==> src/rtl/bcam_mbist_cm_seq_pkg.sv <==
// ---------------------------------------------------------------------------
// bcam_mbist_cm_seq_pkg
// Shared types and helpers for the BCAM MBIST compare-data sequencer.
//   mask_mode_e   : encoding of BIST_MASK_MODE_RF_IN
//   sweep_state_e : states of the autonomous mask-sweep FSM
//   rotl_by()     : rotate-left of the low 'width' bits of a vector
// ---------------------------------------------------------------------------
package bcam_mbist_cm_seq_pkg;

    typedef enum logic [1:0] {
        WALK1 = 2'b00,
        WALK0 = 2'b01,
        CHKBD = 2'b10,
        ZERO  = 2'b11
    } mask_mode_e;

    typedef enum logic [1:0] {
        IDLE  = 2'b00,
        SWEEP = 2'b01,
        DONE  = 2'b10
    } sweep_state_e;

    // Widest vector rotl_by can handle; RF_DWIDTH must not exceed this.
    localparam int unsigned ROT_MAXW = 512;
    typedef logic [ROT_MAXW-1:0] rotvec_t;

    // Rotate the low 'width' bits of vec left by amt (mod width); bits above
    // 'width' in the result are zero. Callers zero-extend into and truncate
    // out of rotvec_t.
    function automatic rotvec_t rotl_by(input rotvec_t vec,
                                        input int unsigned amt,
                                        input int unsigned width);
        rotvec_t     wmask;
        int unsigned a;
        wmask = ~(rotvec_t'('1) << width);
        a     = amt % width;
        if (a == 0) begin
            rotl_by = vec & wmask;
        end else begin
            rotl_by = ((vec << a) | (vec >> (width - a))) & wmask;
        end
    endfunction

endpackage

==> src/rtl/bcam_mbist_cm_seq_mask_gen.sv <==
// ---------------------------------------------------------------------------
// bcam_mbist_mask_gen
// Owns the base mask register and step counter, decodes the mask mode into
// the effective (port-0) mask, and optionally captures scan data into the
// mask register for ATPG observability.
// Optional feature macro: BCAM_MBIST_CM_SEQ_ATPG_CAPTURE_EN
//
// Ports:
//   clk_i, rst_ni      clock, asynchronous active-low reset
//   load_init_i        reload initial pattern, step = 0
//   advance_i          rotate mask left by MASK_GROUP, step++ (wraps)
//   mode_i             mask mode (mask_mode_e encoding)
//   fscan_i            scan mode (used only with the ATPG macro)
//   capture_data_i     data captured into the mask in scan mode
//   eff_mask_o         effective mask after mode decode
//   step_o             current step index
// ---------------------------------------------------------------------------
module bcam_mbist_mask_gen
    import bcam_mbist_cm_seq_pkg::*;
#(
    parameter int unsigned RF_DWIDTH  = 72,
    parameter int unsigned MASK_GROUP = 1,
    parameter int unsigned NSTEPS     = 72,
    parameter int unsigned SW         = 7
) (
    input  logic                 clk_i,
    input  logic                 rst_ni,
    input  logic                 load_init_i,
    input  logic                 advance_i,
    input  logic [1:0]           mode_i,
    input  logic                 fscan_i,
    input  logic [RF_DWIDTH-1:0] capture_data_i,
    output logic [RF_DWIDTH-1:0] eff_mask_o,
    output logic [SW-1:0]        step_o
);

    localparam int unsigned INIT_BITS = (MASK_GROUP < RF_DWIDTH) ? MASK_GROUP : RF_DWIDTH;
    localparam logic [RF_DWIDTH-1:0] INIT_PAT = {RF_DWIDTH{1'b1}} >> (RF_DWIDTH - INIT_BITS);

    logic [RF_DWIDTH-1:0] mask_q, mask_d;
    logic [SW-1:0]        step_q, step_d;
    mask_mode_e           mode_q, mode_in;
    logic                 mode_change;
    logic [RF_DWIDTH-1:0] chk_even;

    assign mode_in     = mask_mode_e'(mode_i);
    // Compared against last cycle's mode so a mode switch restarts the walk.
    assign mode_change = (mode_in != mode_q);

    always_comb begin
        mask_d = mask_q;
        step_d = step_q;
        if (load_init_i || mode_change) begin
            mask_d = INIT_PAT;
            step_d = '0;
        end else if (advance_i) begin
            mask_d = RF_DWIDTH'(rotl_by(rotvec_t'(mask_q), MASK_GROUP, RF_DWIDTH));
            step_d = (step_q == SW'(NSTEPS - 1)) ? '0 : step_q + SW'(1);
        end
`ifdef BCAM_MBIST_CM_SEQ_ATPG_CAPTURE_EN
        else if (fscan_i) begin
            mask_d = capture_data_i;
        end
`endif
    end

`ifndef BCAM_MBIST_CM_SEQ_ATPG_CAPTURE_EN
    logic unused_atpg;
    assign unused_atpg = ^{fscan_i, capture_data_i};
`endif

    always_ff @(posedge clk_i or negedge rst_ni) begin
        if (!rst_ni) begin
            mask_q <= INIT_PAT;
            step_q <= '0;
            mode_q <= WALK1;
        end else begin
            mask_q <= mask_d;
            step_q <= step_d;
            mode_q <= mode_in;
        end
    end

    // Checkerboard: odd bit positions set ("1010.." read MSB first).
    always_comb begin
        chk_even = '0;
        for (int unsigned i = 0; i < RF_DWIDTH; i++) begin
            chk_even[i] = ((i % 2) == 1);
        end
    end

    always_comb begin
        eff_mask_o = '0;
        unique case (mode_in)
            WALK1:   eff_mask_o = mask_q;
            WALK0:   eff_mask_o = ~mask_q;
            CHKBD:   eff_mask_o = step_q[0] ? ~chk_even : chk_even;
            ZERO:    eff_mask_o = '0;
            default: eff_mask_o = '0;
        endcase
    end

    assign step_o = step_q;

endmodule

==> src/rtl/bcam_mbist_cm_seq.sv <==
// ---------------------------------------------------------------------------
// bcam_mbist_cm_seq
// BCAM MBIST input handler: generates write data and per-port CAM compare
// data, with manual mask rotation and an autonomous mask-sweep FSM.
// Optional feature macro: BCAM_MBIST_CM_SEQ_ATPG_CAPTURE_EN (scan capture of
// CM_DATA_RF_IN_P0 into the mask register).
//
// Ports:
//   bist_clk, rst_b              clock, asynchronous active-low reset
//   BIST_CM_MODE_RF_IN           1: generated compare data, 0: pass-through
//   BIST_MASK_MODE_RF_IN         walk-1 / walk-0 / checkerboard / all-zero
//   BIST_ROTATE_MASK_RF_IN       manual one-step mask advance
//   BIST_SWEEP_START_RF_IN       start an automatic sweep
//   BIST_CD_MASK_ENABLE_RF_IN    apply mask to compare data
//   BIST_DATA_INV_RF_IN          invert write data
//   FSCAN_MODE, CM_DATA_RF_IN_P0 scan mode / scan capture data
//   BIST_WR_DATA_RF_IN/OUT       write data in/out (combinational)
//   BIST_CM_DATA_RF_IN/OUT       compare data in / registered out
//   BIST_CM_VALID_RF_OUT         registered compare-valid
//   BIST_SWEEP_BUSY/DONE_RF_OUT  sweep status
//   BIST_MASK_STEP_RF_OUT        current mask step index
// ---------------------------------------------------------------------------
module bcam_mbist_cm_seq
    import bcam_mbist_cm_seq_pkg::*;
#(
    parameter  int unsigned RF_DWIDTH  = 72,
    parameter  int unsigned WR_PORTS   = 1,
    parameter  int unsigned CM_PORTS   = 2,
    parameter  int unsigned MASK_GROUP = 1,
    localparam int unsigned NSTEPS     = (RF_DWIDTH + MASK_GROUP - 1) / MASK_GROUP,
    localparam int unsigned SW         = (NSTEPS > 1) ? $clog2(NSTEPS) : 1
) (
    input  logic                               bist_clk,
    input  logic                               rst_b,
    input  logic                               BIST_CM_MODE_RF_IN,
    input  logic [1:0]                         BIST_MASK_MODE_RF_IN,
    input  logic                               BIST_ROTATE_MASK_RF_IN,
    input  logic                               BIST_SWEEP_START_RF_IN,
    input  logic                               BIST_CD_MASK_ENABLE_RF_IN,
    input  logic                               BIST_DATA_INV_RF_IN,
    input  logic                               FSCAN_MODE,
    input  logic [WR_PORTS-1:0][RF_DWIDTH-1:0] BIST_WR_DATA_RF_IN,
    input  logic [CM_PORTS-1:0][RF_DWIDTH-1:0] BIST_CM_DATA_RF_IN,
    input  logic [RF_DWIDTH-1:0]               CM_DATA_RF_IN_P0,
    output logic [WR_PORTS-1:0][RF_DWIDTH-1:0] BIST_WR_DATA_RF_OUT,
    output logic [CM_PORTS-1:0][RF_DWIDTH-1:0] BIST_CM_DATA_RF_OUT,
    output logic                               BIST_CM_VALID_RF_OUT,
    output logic                               BIST_SWEEP_BUSY_RF_OUT,
    output logic                               BIST_SWEEP_DONE_RF_OUT,
    output logic [SW-1:0]                      BIST_MASK_STEP_RF_OUT
);

    sweep_state_e                       state_q, state_d;
    logic                               start_acc, rot_acc, advance, last_step;
    logic [RF_DWIDTH-1:0]               eff_mask;
    logic [SW-1:0]                      step;
    logic [CM_PORTS-1:0][RF_DWIDTH-1:0] port_mask;
    logic [CM_PORTS-1:0][RF_DWIDTH-1:0] cm_d, cm_q;
    logic                               valid_d, valid_q;

    always_comb begin
        BIST_WR_DATA_RF_OUT = '0;
        for (int unsigned w = 0; w < WR_PORTS; w++) begin
            BIST_WR_DATA_RF_OUT[w] = BIST_WR_DATA_RF_IN[w] ^ {RF_DWIDTH{BIST_DATA_INV_RF_IN}};
        end
    end

    assign last_step = (step == SW'(NSTEPS - 1));

    // Sweep FSM. The sweep owns the mask, so manual rotate is dropped in
    // SWEEP, and START beats a simultaneous rotate in IDLE.
    always_comb begin
        state_d   = state_q;
        start_acc = 1'b0;
        rot_acc   = 1'b0;
        unique case (state_q)
            IDLE: begin
                if (BIST_SWEEP_START_RF_IN) begin
                    state_d   = SWEEP;
                    start_acc = 1'b1;
                end else begin
                    rot_acc = BIST_ROTATE_MASK_RF_IN;
                end
            end
            SWEEP: begin
                if (last_step) begin
                    state_d = DONE;
                end
            end
            DONE: begin
                state_d = IDLE;
                rot_acc = BIST_ROTATE_MASK_RF_IN;
            end
            default: state_d = IDLE;
        endcase
    end

    assign advance = (state_q == SWEEP) || rot_acc;
    assign valid_d = advance;

    bcam_mbist_mask_gen #(
        .RF_DWIDTH  (RF_DWIDTH),
        .MASK_GROUP (MASK_GROUP),
        .NSTEPS     (NSTEPS),
        .SW         (SW)
    ) u_mask_gen (
        .clk_i          (bist_clk),
        .rst_ni         (rst_b),
        .load_init_i    (start_acc),
        .advance_i      (advance),
        .mode_i         (BIST_MASK_MODE_RF_IN),
        .fscan_i        (FSCAN_MODE),
        .capture_data_i (CM_DATA_RF_IN_P0),
        .eff_mask_o     (eff_mask),
        .step_o         (step)
    );

    always_comb begin
        port_mask = '0;
        cm_d      = '0;
        for (int unsigned p = 0; p < CM_PORTS; p++) begin
            port_mask[p] = RF_DWIDTH'(rotl_by(rotvec_t'(eff_mask), p * MASK_GROUP, RF_DWIDTH));
            cm_d[p] = BIST_CM_MODE_RF_IN
                    ? (({RF_DWIDTH{BIST_CD_MASK_ENABLE_RF_IN}} & port_mask[p]) ^ BIST_WR_DATA_RF_OUT[0])
                    : BIST_CM_DATA_RF_IN[p];
        end
    end

    always_ff @(posedge bist_clk or negedge rst_b) begin
        if (!rst_b) begin
            state_q <= IDLE;
            cm_q    <= '0;
            valid_q <= 1'b0;
        end else begin
            state_q <= state_d;
            cm_q    <= cm_d;
            valid_q <= valid_d;
        end
    end

    assign BIST_CM_DATA_RF_OUT    = cm_q;
    assign BIST_CM_VALID_RF_OUT   = valid_q;
    assign BIST_SWEEP_BUSY_RF_OUT = (state_q == SWEEP);
    assign BIST_SWEEP_DONE_RF_OUT = (state_q == DONE);
    assign BIST_MASK_STEP_RF_OUT  = step;

endmodule
==> config.mk <==
export PLATFORM = sky130hd
export DESIGN_NAME = bcam_mbist_cm_seq
export DESIGN_NICKNAME = d
export VERILOG_FILES = /design/src/rtl/bcam_mbist_cm_seq_pkg.sv /design/src/rtl/bcam_mbist_cm_seq_mask_gen.sv /design/src/rtl/bcam_mbist_cm_seq.sv
export SDC_FILE = /design/constraint.sdc
export NUM_CORES = 1
export LEC_CHECK = 0
export CAP_MARGIN = 10
export CELL_PAD_IN_SITES_DETAIL_PLACEMENT = 0
export CELL_PAD_IN_SITES_GLOBAL_PLACEMENT = 1
export CORE_AREA = 2 2 201 203
export DETAILED_ROUTE_END_ITERATION = 6
export DIE_AREA = 0 0 203 205
export PLACE_DENSITY = 0.82
export SETUP_SLACK_MARGIN = 0.4
export SLEW_MARGIN = 40
export SYNTH_ARGS = -nofsm -noshare
export SYNTH_HDL_FRONTEND = slang
export SYNTH_SLANG_ARGS = --single-unit
==> constraint.sdc <==
create_clock -name bist_clk -period 3.85 [get_ports bist_clk]
set_input_delay 0.77 -clock bist_clk [delete_from_list [all_inputs] [get_ports bist_clk]]
set_output_delay 0.77 -clock bist_clk [all_outputs]
set_load 0.005 [all_outputs]
==> results.sh <==
export IMPL_antenna_found_initial=1
export IMPL_fin_nets=1873
export IMPL_ir_worst_vdd_uv=306.0
export IMPL_clock_skew_ps=9.422
export IMPL_cts_tree="done"
export IMPL_worst_ep_required_time_ps=3080
export IMPL_ant_nets=0
export IMPL_ys_types=37
export IMPL_place_area_um2=18490
export IMPL_grt_overflow_total=0
export IMPL_startpoint_type="primary input"
export IMPL_die_w_um=203
export IMPL_preCtsSetupSlack_ps=587.0
export IMPL_cts_resized=0
export IMPL_ys_ff_latch=228
export IMPL_worstMarginPinSlew_ps=810.2
export IMPL_die_y_um=205
export IMPL_synth_area_leaders="dfrtp_1 42%, mux2_2 12%, o311ai_4 12%"
export IMPL_syn_num_nets=1462
export IMPL_hold_viol=0
export IMPL_rr_worst_depth=5
export IMPL_timing_rr_start="u_mask_gen.step_o[0]$_DFFE_PN0P_"
export IMPL_synth_flop_cell="dfrtp_1"
export IMPL_synth_seq_area_share_pct=41.98
export IMPL_cp_arrival_ps=2460
export IMPL_cp_slowest_stage_delay_ps=600
export IMPL_track_usage_pct=17.72
export IMPL_fin_cells=2121
export IMPL_max_freq_ghz=0.3097
export IMPL_synth_common_cells="227 x dfrtp_1, 149 x nand2_1, 146 x xnor2_1"
export IMPL_drt_pass1_iter_count=5
export IMPL_hold_class="in2async"
export IMPL_drive_above_1_share_pct=19.11
export IMPL_period_needed_ps=3229
export IMPL_wl_per_cell_um=17.70
export IMPL_p_leak_nw=7.125
export IMPL_post_route_period_util_pct=83.87
export IMPL_area_delta_synth_final_pct=43.68
export IMPL_status="finished clean"
export IMPL_slowest_stage="clkdlybuf4s50_1"
export IMPL_end_kind="primary output"
export IMPL_synth_most_common_cell="dfrtp_1"
export IMPL_synth_top_area_share_pct=41.79
export IMPL_cp_num_buf_inv=3
export IMPL_clock_latency_ps=550
export IMPL_crit_type="in2out"
export IMPL_synth_cell_area_um2=13590
export IMPL_ys_async_sr_fraction_pct=100.0
export IMPL_total_power_mw=7.547
export IMPL_path_clk_slew_ps=60
export IMPL_timing_hold_ws_ps=144.7
export IMPL_utilization_pct=49.61
export IMPL_routed_wirelength_mm=37.54
export IMPL_htreeDepth=1
export IMPL_cts_setup_buffers=0
export IMPL_row_count=73
export IMPL_rrSetupSlack_ps=1630
export IMPL_cts_num_sinks=228
export IMPL_setup_tns_ps=0
export IMPL_max_slew_margin_pct=45.99
export IMPL_grt_pass1_vias=10440
export IMPL_avgSynthCellArea_um2=11.69
export IMPL_gp_congestion=0.8037
export IMPL_cts_made_buffers=28
export IMPL_path_max_fanout=24
export IMPL_drc=0
export IMPL_setup_viol=0
export IMPL_holdBufCountCts=0
export IMPL_synth_enable_flop_cells=0
export IMPL_drt_initial_drc_count=357
export IMPL_r2r_end="BIST_CM_DATA_RF_OUT[81]$_DFF_PN0_"
export IMPL_cellPowerDensity_nw_per_um2=386.4
export IMPL_rsz0062_at_grt="no"
export IMPL_final_area_um2=19530
export IMPL_grt_max_degree=106
export IMPL_yosys_warnings=0
export IMPL_drv_cap=0
export IMPL_portBuffers=450
export IMPL_layout_setup_ws_ps=621.0
export IMPL_die_area_um2=41620
export IMPL_dp_cells=2069
export IMPL_start_util_pct=34.53
export IMPL_drv_slew=0
export IMPL_root_buffer="clkbuf_16"
export IMPL_core_um2=39370
export IMPL_clockBufferDepth=3
export IMPL_cp_depth=4
export IMPL_netlist_instances=1163
export IMPL_grt_pass1_wl_mm=59.05
export IMPL_num_io_pins=524
export IMPL_cp_cell_sequence="buf_4, buf_12, xor2_1, clkdlybuf4s50_1"
export IMPL_antenna_cells=0
export IMPL_vias=10070
export IMPL_via_per_inst=4.749
export IMPL_synth_area_leader_cell="dfrtp_1"
export IMPL_dp_hpwl_mm=26.68
export IMPL_cpLargestDelayFamily="buffers and inverters"
[how the worst max path moves through the flow]
| stage | start | end | slack (ps) |
|---|---|---|---|
| floorplan | BIST_DATA_INV_RF_IN | BIST_WR_DATA_RF_OUT[0] | 1680 |
| global placement | BIST_DATA_INV_RF_IN | BIST_WR_DATA_RF_OUT[2] | 610 |
| finish | BIST_DATA_INV_RF_IN | BIST_WR_DATA_RF_OUT[2] | 620 |
| CTS | BIST_DATA_INV_RF_IN | BIST_WR_DATA_RF_OUT[2] | 580 |
| global route | BIST_DATA_INV_RF_IN | BIST_WR_DATA_RF_OUT[2] | 520 |
| detailed placement | BIST_DATA_INV_RF_IN | BIST_WR_DATA_RF_OUT[2] | 590 |
[flip-flops by register name, indices dropped and copies added, names as in the netlist]
signal                count
state_q                   2
BIST_CM_VALID_RF_OUT      1
u_mask_gen.mode_q         2
u_mask_gen.step_o         7
u_mask_gen.mask_q        72
BIST_CM_DATA_RF_OUT     144
[cells in the final DEF (no fill, tap or decap), types with 2 or more instances in the layout]
| cell type | synthesis | routed |
|---|---|---|
| mux2_2 | 142 | 142 |
| nand2_1 | 149 | 149 |
| a21oi_1 | 78 | 78 |
| o311ai_4 | 60 | 60 |
| inv_1 | 4 | 3 |
| nor2_1 | 2 | 2 |
| buf_4 | 18 | 21 |
| xnor2_1 | 146 | 146 |
| buf_6 | 11 | 3 |
| mux2_4 | 2 | 2 |
| o311ai_2 | 12 | 12 |
| clkinv_2 | 0 | 8 |
| nand3_1 | 2 | 2 |
| clkdlybuf4s50_1 | 0 | 444 |
| buf_12 | 3 | 8 |
| or3_1 | 3 | 3 |
| clkbuf_16 | 0 | 29 |
| or4_1 | 2 | 2 |
| nand2b_1 | 2 | 2 |
| bufinv_16 | 0 | 5 |
| dfrtp_1 | 227 | 227 |
| o21ai_1 | 8 | 8 |
| xor2_1 | 72 | 72 |
| clkbuf_8 | 0 | 9 |
| clkbuf_1 | 32 | 3 |
| nor2b_1 | 75 | 74 |
| o21ai_0 | 67 | 67 |
[power by group]
part	internal [mW]	switching, mW	total (mW)	leakage [nW]
logic	1.16	0.795	1.95	3.78
clock network	1.85	1.07	2.92	0.516
registers	2.61	0.0647	2.67	2.83
total	5.62	1.93	7.55	7.12
[worst reg2reg max path: stages (launching register included)]
cell and delay [ps]:
dfrtp_1 500, and2_4 650, buf_12 320, o311ai_2 180
xnor2_1 180, mux2_2 270
[layer usage]
metal	track usage, %	wire, µm
met5	0	13
met4	4.614	896
met3	3.786	2113
met2	31.86	19110
met1	21.44	15400
[cell families (layout without fill, tap and decap cells)]
family	after synthesis	count (layout)	synth area share (%)
xor gates and xnor gates	218	218	14.05
muxes	144	144	11.98
AOI/OAI and AO/OA	231	231	19.05
and+or+nand+nor	240	240	8.294
adders and majority gates	1	1	0.09203
buffers and inverters	101	534	4.547
DFF	228	228	41.98
[layout make-up]
class / count / area, µm²
inverter: 4 / 16.27
clock inverter: 12 / 185.2
sequential: 228 / 5707
clock buffer: 40 / 847.1
fill: 3546 / 19840
multi-input combinational: 834 / 7293
tap: 525 / 656.9
timing repair buffer: 478 / 4825
No activity file was read; power rests on OpenSTA's default activity.
